**src/rtl/serial_adder_pkg.sv**
```systemverilog
// Shared encodings for the bit-serial add/subtract controller:
// FSM state values and the add/subtract select.
package serial_adder_pkg;

  typedef enum logic [1:0] {
    ST_IDLE = 2'd0,
    ST_RUN  = 2'd1,
    ST_DONE = 2'd2
  } state_t;

  localparam logic OP_ADD = 1'b0;
  localparam logic OP_SUB = 1'b1;

endpackage

```
**src/rtl/full_adder.sv**
```systemverilog
// One-bit full adder; the single datapath cell time-shared by the serial controller.
module full_adder (
  input  logic carry_in,
  input  logic in1,
  input  logic in2,
  output logic sum,
  output logic carry
);

  assign sum   = in1 ^ in2 ^ carry_in;
  assign carry = (in1 & in2) | (carry_in & (in1 ^ in2));

endmodule

```
**src/rtl/serial_adder_ctrl.sv**
```systemverilog
// Bit-serial add/subtract controller: walks WIDTH-bit operands LSB first through
// one shared full_adder and presents a registered {carry, sum} with a done pulse.
module serial_adder_ctrl
  import serial_adder_pkg::*;
#(
  parameter int WIDTH = 4
) (
  input  logic             clk,
  input  logic             rst,
  input  logic             start,
  input  logic             sub,
  input  logic [WIDTH-1:0] op_a,
  input  logic [WIDTH-1:0] op_b,
  output logic             busy,
  output logic             done,
  output logic [WIDTH:0]   result
);

  localparam int CNT_W = (WIDTH > 1) ? $clog2(WIDTH) : 1;

  state_t           state;
  state_t           next_state;
  logic [WIDTH-1:0] a_sh;
  logic [WIDTH-1:0] b_sh;
  logic [WIDTH-1:0] s_sh;
  logic             carry;
  logic [CNT_W-1:0] cnt;
  logic             fa_sum;
  logic             fa_co;
  logic             last_bit;

  full_adder u_fa (
    .carry_in(carry),
    .in1     (a_sh[0]),
    .in2     (b_sh[0]),
    .sum     (fa_sum),
    .carry   (fa_co)
  );

  assign last_bit = (cnt == CNT_W'(WIDTH - 1));

  // The unused encoding 2'd3 falls through to IDLE so a corrupted state recovers.
  always_comb begin
    next_state = ST_IDLE;
    case (state)
      ST_IDLE: next_state = start ? ST_RUN : ST_IDLE;
      ST_RUN:  next_state = last_bit ? ST_DONE : ST_RUN;
      ST_DONE: next_state = ST_IDLE;
      default: next_state = ST_IDLE;
    endcase
  end

  // busy/done are flopped from the next state so they track the state register exactly.
  always_ff @(posedge clk) begin
    if (rst) begin
      state <= ST_IDLE;
      busy  <= 1'b0;
      done  <= 1'b0;
    end else begin
      state <= next_state;
      busy  <= (next_state == ST_RUN);
      done  <= (next_state == ST_DONE);
    end
  end

  // Subtraction is A + ~B + 1, so the carry flop doubles as the carry-in of one.
  always_ff @(posedge clk) begin
    if (rst) begin
      a_sh   <= '0;
      b_sh   <= '0;
      s_sh   <= '0;
      carry  <= 1'b0;
      cnt    <= '0;
      result <= '0;
    end else begin
      case (state)
        ST_IDLE: begin
          if (start) begin
            a_sh  <= op_a;
            b_sh  <= (sub == OP_SUB) ? ~op_b : op_b;
            carry <= sub;
            cnt   <= '0;
          end
        end
        ST_RUN: begin
          s_sh  <= {fa_sum, s_sh[WIDTH-1:1]};
          a_sh  <= a_sh >> 1;
          b_sh  <= b_sh >> 1;
          carry <= fa_co;
          cnt   <= cnt + CNT_W'(1);
          if (last_bit) begin
            result <= {fa_co, fa_sum, s_sh[WIDTH-1:1]};
          end
        end
        default: ;
      endcase
    end
  end

endmodule

```
**config.mk**
```make
export PLATFORM = sky130hd
export DESIGN_NAME = serial_adder_ctrl
export DESIGN_NICKNAME = d
export VERILOG_FILES = /design/src/rtl/serial_adder_pkg.sv /design/src/rtl/full_adder.sv /design/src/rtl/serial_adder_ctrl.sv
export SDC_FILE = /design/constraint.sdc
export NUM_CORES = 1
export LEC_CHECK = 0
export ABC_AREA = 0
export CAP_MARGIN = 15
export CORE_MARGIN = 10
export CORE_UTILIZATION = 25
export DETAILED_ROUTE_END_ITERATION = 7
export GPL_TIMING_DRIVEN = 0
export PLACE_DENSITY_LB_ADDON = 0.12
export RECOVER_POWER = 100
export SYNTH_ARGS = -nofsm -noshare
export SYNTH_HDL_FRONTEND = slang
export SYNTH_HIERARCHICAL = 1
export SYNTH_SLANG_ARGS = --single-unit
```
**constraint.sdc**
```tcl
create_clock -name clk -period 1.4 [get_ports clk]
set_input_delay 0.28 -clock clk [delete_from_list [all_inputs] [get_ports clk]]
set_output_delay 0.28 -clock clk [all_outputs]
set_load 0.02 [all_outputs]
```
## After elaboration in Yosys (flattened, before gate mapping)

Index checks and enable logic that the tools add are counted.

- $add $sub $neg: 1
- Eq/ne operators: 5
- Muxes and demuxes: 12
- Bitwise gates (word level): 6
- Reductions and logical operators: 4

Operator list:

| kind | count |
|---|---|
| case mux 4 bit (2 select lines) | 2 |
| 2-to-1 mux 4 bit | 3 |
| case mux 2 bit (2 select lines) | 2 |
| equality test 2 x 1 -> 1 bit (second input constant) | 2 |
| equality test 2 bit (second input constant) | 2 |
| 2-to-1 mux 2 bit | 2 |
| inverter 4 bit | 1 |
| AND reduction 2 bit | 2 |
| adder 2 x 1 -> 2 bit (second input constant) | 1 |
| bitwise AND 1 bit | 2 |
| logical NOT 2 bit | 1 |
| 2-to-1 mux 1 bit | 2 |
| != test 2 bit (second input constant) | 1 |
| case mux 1 bit (2 select lines) | 1 |
| nonzero test 2 bit | 1 |
| bitwise XOR 1 bit | 2 |
| OR 1 bit | 1 |

- Register bits: 24
- Input port bits: 12
- Output and inout port bits: 7

## Longest topological paths before layout

Gate-level depths: netlist of the first run.

- Word-level depth: 4
- Gate-level depth with buffers: 5
- Depth with buffers taken out: 4

## Hierarchy

The synthesis of the first run kept the hierarchy.

By module, submodules not included:

| module | instances | cells an instance | area each (µm²) |
|---|---|---|---|
| serial_adder_ctrl | 1 | 92 | 949.7 |
| full_adder | 1 | 1 | 20.0 |

## Least setup slack after synthesis of the first run

No wires, ideal clock.

- Path kind: flip-flop to flip-flop
- Start point: register cnt[0]
- End point: register result[2]
- Library setup time: 0.132 ns
- Arrival: 1.064 ns
- Setup slack: 0.204 ns
- Stages on the path, launching flop included: 6
- Buffers on the path: 1
- Period minus slack after synthesis: 1.196 ns
- Cells stage by stage: dfxtp_1 ha_1 clkbuf_1 nand3b_1 nand2_1 a21oi_1

- Cells in the longest elaborated chain, start to end: 2

Ends and longest elaborated chain:

| element | line | text |
|---|---|---|
| start: declaration | serial_adder_ctrl.sv:27 | `logic [CNT_W-1:0] cnt;` |
| start signal: assignment | serial_adder_ctrl.sv:90 | `cnt <= cnt + CNT_W'(1);` |
| equality test 2 bit | serial_adder_ctrl.sv:40 | `assign last_bit = (cnt == CNT_W'(WIDTH - 1));` |
| AND reduction 2 bit (no line) | - |  |
| end signal: assignment | serial_adder_ctrl.sv:92 | `result <= {fa_co, fa_sum, s_sh[WIDTH-1:1]};` |
| end: declaration | serial_adder_ctrl.sv:16 | `output logic [WIDTH:0] result` |

Every way passes these cells.
A chain may end at the register's enable or synchronous reset.

## Worst setup path in the final report of the first run

- Start point: register state[0]
- End point: register s_sh[2]

- Cells in the longest elaborated chain, start to end: 1

Ends and longest elaborated chain:

| element | line | text |
|---|---|---|
| start: declaration | serial_adder_ctrl.sv:21 | `state_t state;` |
| start signal: assignment | serial_adder_ctrl.sv:60 | `state <= next_state;` |
| equality test 2 x 1 -> 1 bit | serial_adder_ctrl.sv:76 | `case (state)` |
| end signal: assignment | serial_adder_ctrl.sv:86 | `s_sh <= {fa_sum, s_sh[WIDTH-1:1]};` |
| end: declaration | serial_adder_ctrl.sv:25 | `logic [WIDTH-1:0] s_sh;` |

Every way passes these cells.

==> results.yml, run 1 <==
yosys:
  netlist.area_leader.share_pct: 47.5
  synthTopCellsByArea: "dfxtp_1, mux2i_1, a211oi_2"
  synth-seq-cells: 23
  synth_commonest_cells: "dfxtp_1, nor2_1, mux2i_1"
  synth_top_cell_by_area: "dfxtp_1"
  ys_seq_area_share_pct: 47.5
  syn_area_per_cell_um2: 10.4
  synth_area_um2: 970
  yosysMostFrequentCell: "dfxtp_1"
  syn_inst: 93
  synth_edf_count: 0
  syn-num-nets: 107
  synth_top_flop_cell: "dfxtp_1"
  synth_cell_types: 26
  yosysWarnings: 6
  async_flop_share_pct: 0
global_routing:
  grt_max_degree: 13
  grt_overflow: 0
  antenna_found_initial: 0
  grt_pass1_wl_mm: 3.44
  track_usage_pct: 6.73
  grt_pass1_vias: 729
worst_setup_path:
  crit_arrival_ns: 1.41
  r2r-start: "state[0]$_SDFF_PP0_"
  r2r_cells: 4
  worst-r2r-setup-slack_ns: 0.13
  cp-start-kind: "flop"
  cp_slowest_cell: "dfxtp_1"
  cpPeakStageDelay_ns: 0.35
  reg2reg_to: "s_sh[2]$_SDFFE_PP0N_"
  path_max_fanout: 10
  path_cells: "nor2b_1 > buf_4 > mux2i_1 > nor2_1"
  worstSetupPathType: "flop to flop"
  cp_data_required_time_ns: 1.54
  setup.worst_path.end_class: "flop"
run:
  max-cap-violations: 0
clock_tree:
  cts_root_buf: "clkbuf_8"
  clk_pin_slew_ns: 0.08
  clkSinkCount: 23
  cts_tree: "yes"
  cts_made_buffers: 3
  clk_latency_ns: 0.26
  htree_num_levels: 1
  clockBufferDepth: 2
routing:
  drt_wl_total_mm: 2.07
  wl_per_cell_um: 12.8
  ant_nets: 0
  drc: 0
  viasPerCell: 4.61
  drtIter0Drc: 52
  route.vias.total: 747
  firstDrtPassIters: 4
place:
  pre_cts_ws_ns: -0.119
  port_buffers: 17
  dp_hpwl_mm: 1.54
  numPlacedInstances: 158
  gp_congestion: 0.680
  placed_area_um2: 1200
final_layout:
  final_core_util_pct: 33.2
  fin_cells: 162
  final_cell_area_um2: 1230
  antennaDiodeCount: 0
  syn_to_final_growth_pct: 27.1
  drive_gt1_share_pct: 15.8
  fin_nets: 129
power:
  p_int_mw: 0.984
  powerDensity_nw_per_um2: 1060
  pwr-share-clk_pct: 31.8
  report.power.total_mw: 1.31
  p_sw_mw: 0.324
  p_leak_nw: 0.475
  swShare_pct: 24.8
  combPwrFrac_pct: 14.1
  p_seq_share_pct: 54.1
  ir_drop_mv: 0.336
worst_hold_path:
  min_from: "result[3]$_SDFFE_PP0P_"
  hold_path_depth: 2
  holdPathEnd: "result[3]$_SDFFE_PP0P_"
  hold_class: "flop to flop"
floorplan:
  design.portCount: 19
  core-area_um2: 3720
  dieArea_um2: 6770
  start_util_pct: 26.1
  std_cell_rows: 22
  die_h_um: 82.3
  dieWidth_um: 82.3
sta:
  rsz0062_at_grt: "no"
  final.min_clock_period_ns: 1.27
  finalCritPeriodShare_pct: 90.5
  hold_violations: 0
  tns_ns: 0
  worstMarginPinSlew_ns: 0.515
  setup_viol: 0
  fin_worst_skew_ns: 0.00145
  fmax_mhz: 789
  whs_ns: 0.455
  slew_viol_final: 0
  setup_slack_ns: 0.133
  slew_headroom_pct: 65.7
run_status:
  run_status: "completed"
## per-layer routing
layer / vias up / wire [um] / global-route usage [%] / share of wire [%]
li1: 371 / - / - / -
met1: 354 / 977 / 8.17 / 47
met2: 17 / 887 / 9.49 / 43
met3: 5 / 150 / 3.02 / 7.2
met4: 0 / 53 / 4.08 / 2.6
met5: - / 0 / 0 / 0
## layout make-up
class                      count  area [um^2]
buffer                         6         42.5
clock buffer                   4         45.0
fill                         414         2480
multi-input combinational     63          455
sequential                    23          460
tap                           48         60.1
timing repair buffer          18          169
## worst max-delay path, delay by kind of cell (launching register included)
family | cells | cell delay, ns
buffers and inverters | 1 | 0.24
flip-flops | 1 | 0.35
multiplexers | 1 | 0.21
AND/OR/NAND/NOR | 2 | 0.34
## power by group through the flow
stage	clock network, mW	registers, mW	logic (mW)
CTS	0.421	0.708	0.192
global route	0.465	0.712	0.205
detailed placement	0	0.724	0.193
global placement	0	0.723	0.191
floorplan	0	0.722	0.126
finish	0.415	0.708	0.184
## repair_timing
| action | CTS | global route |
|---|---|---|
| hold buffers | 0 | 0 |
| setup endpoints to repair | 12 | 5 |
| setup buffers | 0 | 1 |
| pin swaps | 0 | 1 |
| resized for setup | 7 | 0 |
## sequential cells by signal, indices dropped and copies added, names as in the netlist
| name | cells |
|---|---|
| carry | 1 |
| a_sh | 4 |
| done | 1 |
| b_sh | 4 |
| s_sh | 3 |
| cnt | 2 |
| state | 2 |
| busy | 1 |
| result | 5 |
## layout by cell type, fill, tap and decap left out, types with 2 or more instances in the layout
| cell type | count |
|---|---|
| dfxtp_1 | 23 |
| nor2_1 | 9 |
| clkdlybuf4s50_1 | 9 |
| mux2i_1 | 7 |
| dlygate4sd2_1 | 7 |
| a22oi_1 | 6 |
| nand3_1 | 5 |
| nand2_1 | 5 |
| a21oi_1 | 5 |
| nor2_2 | 4 |
| a211oi_2 | 4 |
| xnor2_1 | 3 |
| o22ai_1 | 3 |
| a211oi_1 | 3 |
| clkbuf_8 | 3 |
| clkbuf_1 | 2 |
| buf_6 | 2 |
| buf_4 | 2 |
## how the worst max path moves through the flow
stage / endpoint / slack, ns / depth (start not counted) / start
3_3_place_gp: b_sh[3]$_SDFFE_PP0P_ / -0.11 / 3 / rst
2_1_floorplan: result[2]$_SDFFE_PP0P_ / 0.20 / 5 / cnt[0]$_SDFFE_PP0P_
6_report: s_sh[2]$_SDFFE_PP0N_ / 0.13 / 4 / state[0]$_SDFF_PP0_
5_1_grt: s_sh[2]$_SDFFE_PP0N_ / 0.03 / 4 / state[0]$_SDFF_PP0_
3_5_place_dp: s_sh[2]$_SDFFE_PP0N_ / -0.12 / 3 / rst
4_1_cts: result[2]$_SDFFE_PP0P_ / 0.07 / 4 / cnt[0]$_SDFFE_PP0P_
## cells by family after synthesis
kind of cell	Yosys count	share of synthesized area, %
flops	23	47.5
fa+ha+maj	2	3.35
compound gates	23	19.4
buf+inv	7	4.77
mux	7	7.23
simple gates	27	14.2
xor+xnor	4	3.61
(Power assumes the default switching activity.)
==> run 2, diff against run 1 <==
--- a/config.mk
+++ b/config.mk
@@ -8,3 +8,3 @@
 export ABC_AREA = 0
-export CAP_MARGIN = 15
+export CAP_MARGIN = 5
 export CORE_MARGIN = 10
--- a/constraint.sdc
+++ b/constraint.sdc
@@ -3,2 +3,2 @@
 set_output_delay 0.28 -clock clk [all_outputs]
-set_load 0.02 [all_outputs]
+set_load 0.005 [all_outputs]
==> results.yml, run 2 (synthesized netlist as in run 1, its figures left out) <==
sta:
  slew_headroom_pct: 66.6
  slew_viol_final: 0
  fmax_mhz: 739
  fin_worst_skew_ns: 0.00147
  setup_viol: 0
  worstMarginPinSlew_ns: 0.502
  rsz0062_at_grt: "no"
  hold_violations: 0
  final.min_clock_period_ns: 1.35
  finalCritPeriodShare_pct: 96.6
run:
  max-cap-violations: 0
floorplan:
  start_util_pct: 26.1
  dieArea_um2: 6770
  core-area_um2: 3720
  design.portCount: 19
  dieWidth_um: 82.3
  std_cell_rows: 22
  die_h_um: 82.3
power:
  ir_drop_mv: 0.337
  pwr-share-clk_pct: 31.9
  combPwrFrac_pct: 14.0
  report.power.total_mw: 1.31
  swShare_pct: 24.8
  p_sw_mw: 0.324
  p_leak_nw: 0.468
  p_int_mw: 0.984
  powerDensity_nw_per_um2: 1060
  p_seq_share_pct: 54.1
worst_setup_path:
  worst-r2r-setup-slack_ns: 0.12
  r2r-start: "cnt[0]$_SDFFE_PP0P_"
  reg2reg_to: "result[2]$_SDFFE_PP0P_"
  worstSetupPathType: "flop to output pin"
  worst_path_dominant_cell_family: "buffers and inverters"
  path_cells: "clkdlybuf4s50_1"
  cp_slowest_cell: "clkdlybuf4s50_1"
  cpPeakStageDelay_ns: 0.50
  crit_arrival_ns: 1.07
  cp_data_required_time_ns: 1.12
  r2r_cells: 5
  cp-start-kind: "flop"
  path_max_fanout: 1
  critPathBufInv: 1
  setup.worst_path.end_class: "output pin"
routing:
  firstDrtPassIters: 4
  wl_met1_um: 987
  drtIter0Drc: 30
  met3WireLength_um: 162
  drc: 0
  ant_nets: 0
  top_layer_used: "met4"
  route.vias.total: 750
  drt_wl_total_mm: 2.08
  viasPerCell: 4.63
  wl_met2_um: 874
  wl_per_cell_um: 12.8
worst_hold_path:
  hold_class: "flop to flop"
  holdPathEnd: "result[4]$_SDFFE_PP0P_"
  min_from: "result[4]$_SDFFE_PP0P_"
  hold_path_depth: 2
place:
  port_buffers: 17
  numPlacedInstances: 158
  gp_congestion: 0.680
  dp_hpwl_mm: 1.54
final_layout:
  drive_gt1_share_pct: 16.7
  fin_cells: 162
  top_regs: "result: 5 flops, a_sh: 4 flops, b_sh: 4 flops"
  fin_nets: 129
  largest_reg_flops: 5
  final_common_cell: "dfxtp_1"
  regMostFlops: "result"
  mostFrequentLayoutCells: "dfxtp_1, clkdlybuf4s50_1, nor2_1"
  antennaDiodeCount: 0
  syn_to_final_growth_pct: 27.6
global_routing:
  grt_overflow: 0
  grt_max_degree: 13
  grt_pass1_wl_mm: 3.44
  grt_pass1_vias: 730
  track_usage_pct: 6.73
  antenna_found_initial: 0
run_status:
  run_status: "completed"
clock_tree:
  cts_made_buffers: 3
  clk_latency_ns: 0.26
  cts_root_buf: "clkbuf_8"
  clk_pin_slew_ns: 0.08
  htree_num_levels: 1
  clkSinkCount: 23
  cts_tree: "yes"
  cts_hold_buf: 0
  clockBufferDepth: 2
-- run 2: worst max-delay path by stage --
stage | start | endpoint | slack, ns | depth (start not counted)
final | busy$_SDFF_PP0_ | busy | 0.05 | 1
after global routing | busy$_SDFF_PP0_ | busy | 0.005 | 1
after CTS | result[1]$_SDFFE_PP0P_ | result[1] | 0.005 | 1
after detailed placement | rst | s_sh[2]$_SDFFE_PP0N_ | -0.12 | 3
after global placement | rst | b_sh[3]$_SDFFE_PP0P_ | -0.11 | 3
after floorplan | cnt[0]$_SDFFE_PP0P_ | result[2]$_SDFFE_PP0P_ | 0.20 | 5
-- run 2: repair_timing --
| item | 4_1_cts | 5_1_grt |
|---|---|---|
| resized for setup | 2 | 4 |
| setup endpoints to repair | 7 | 8 |
| setup buffers | 0 | 1 |
| pin swaps | 0 | 1 |
| gates cloned | 0 | 0 |
-- run 2: layer usage --
layer	GRT usage (%)	vias to the layer above
met4	4.08	0
met3	3.02	5
met5	0	-
li1	-	371
met2	9.49	17
met1	8.17	357
-- run 2: power groups by stage --
| stage | Clock [mW] | Sequential [mW] | Combinational (mW) |
|---|---|---|---|
| 2_1_floorplan | 0 | 0.719 | 0.126 |
| 4_1_cts | 0.421 | 0.708 | 0.191 |
| 3_3_place_gp | 0 | 0.723 | 0.189 |
| 3_5_place_dp | 0 | 0.724 | 0.190 |
| 6_report | 0.417 | 0.707 | 0.184 |
| 5_1_grt | 0.465 | 0.712 | 0.204 |
-- run 2: final cells by class --
type,instances,area [um^2]
Sequential cell,23,460
Fill cell,412,2480
Clock buffer,4,45.0
Tap cell,48,60.1
Multi-Input combinational cell,63,460
Buffer,6,36.3
Timing Repair Buffer,18,175
-- run 2: metrics by stage --
step / hold WS, ns / TNS, ns / area, um^2 / util (%) / setup slack (ns)
floorplan: 0.358 / 0 / 970 / - / 0.204
global placement: 0.446 / -1.20 / 1200 / 32.3 / -0.115
detailed placement: 0.452 / -1.32 / 1200 / 32.3 / -0.119
CTS: 0.463 / 0 / 1240 / 33.3 / 0.00450
global route: 0.485 / 0 / 1240 / 33.3 / 0.00539
finish: 0.457 / 0 / 1240 / 33.3 / 0.0472
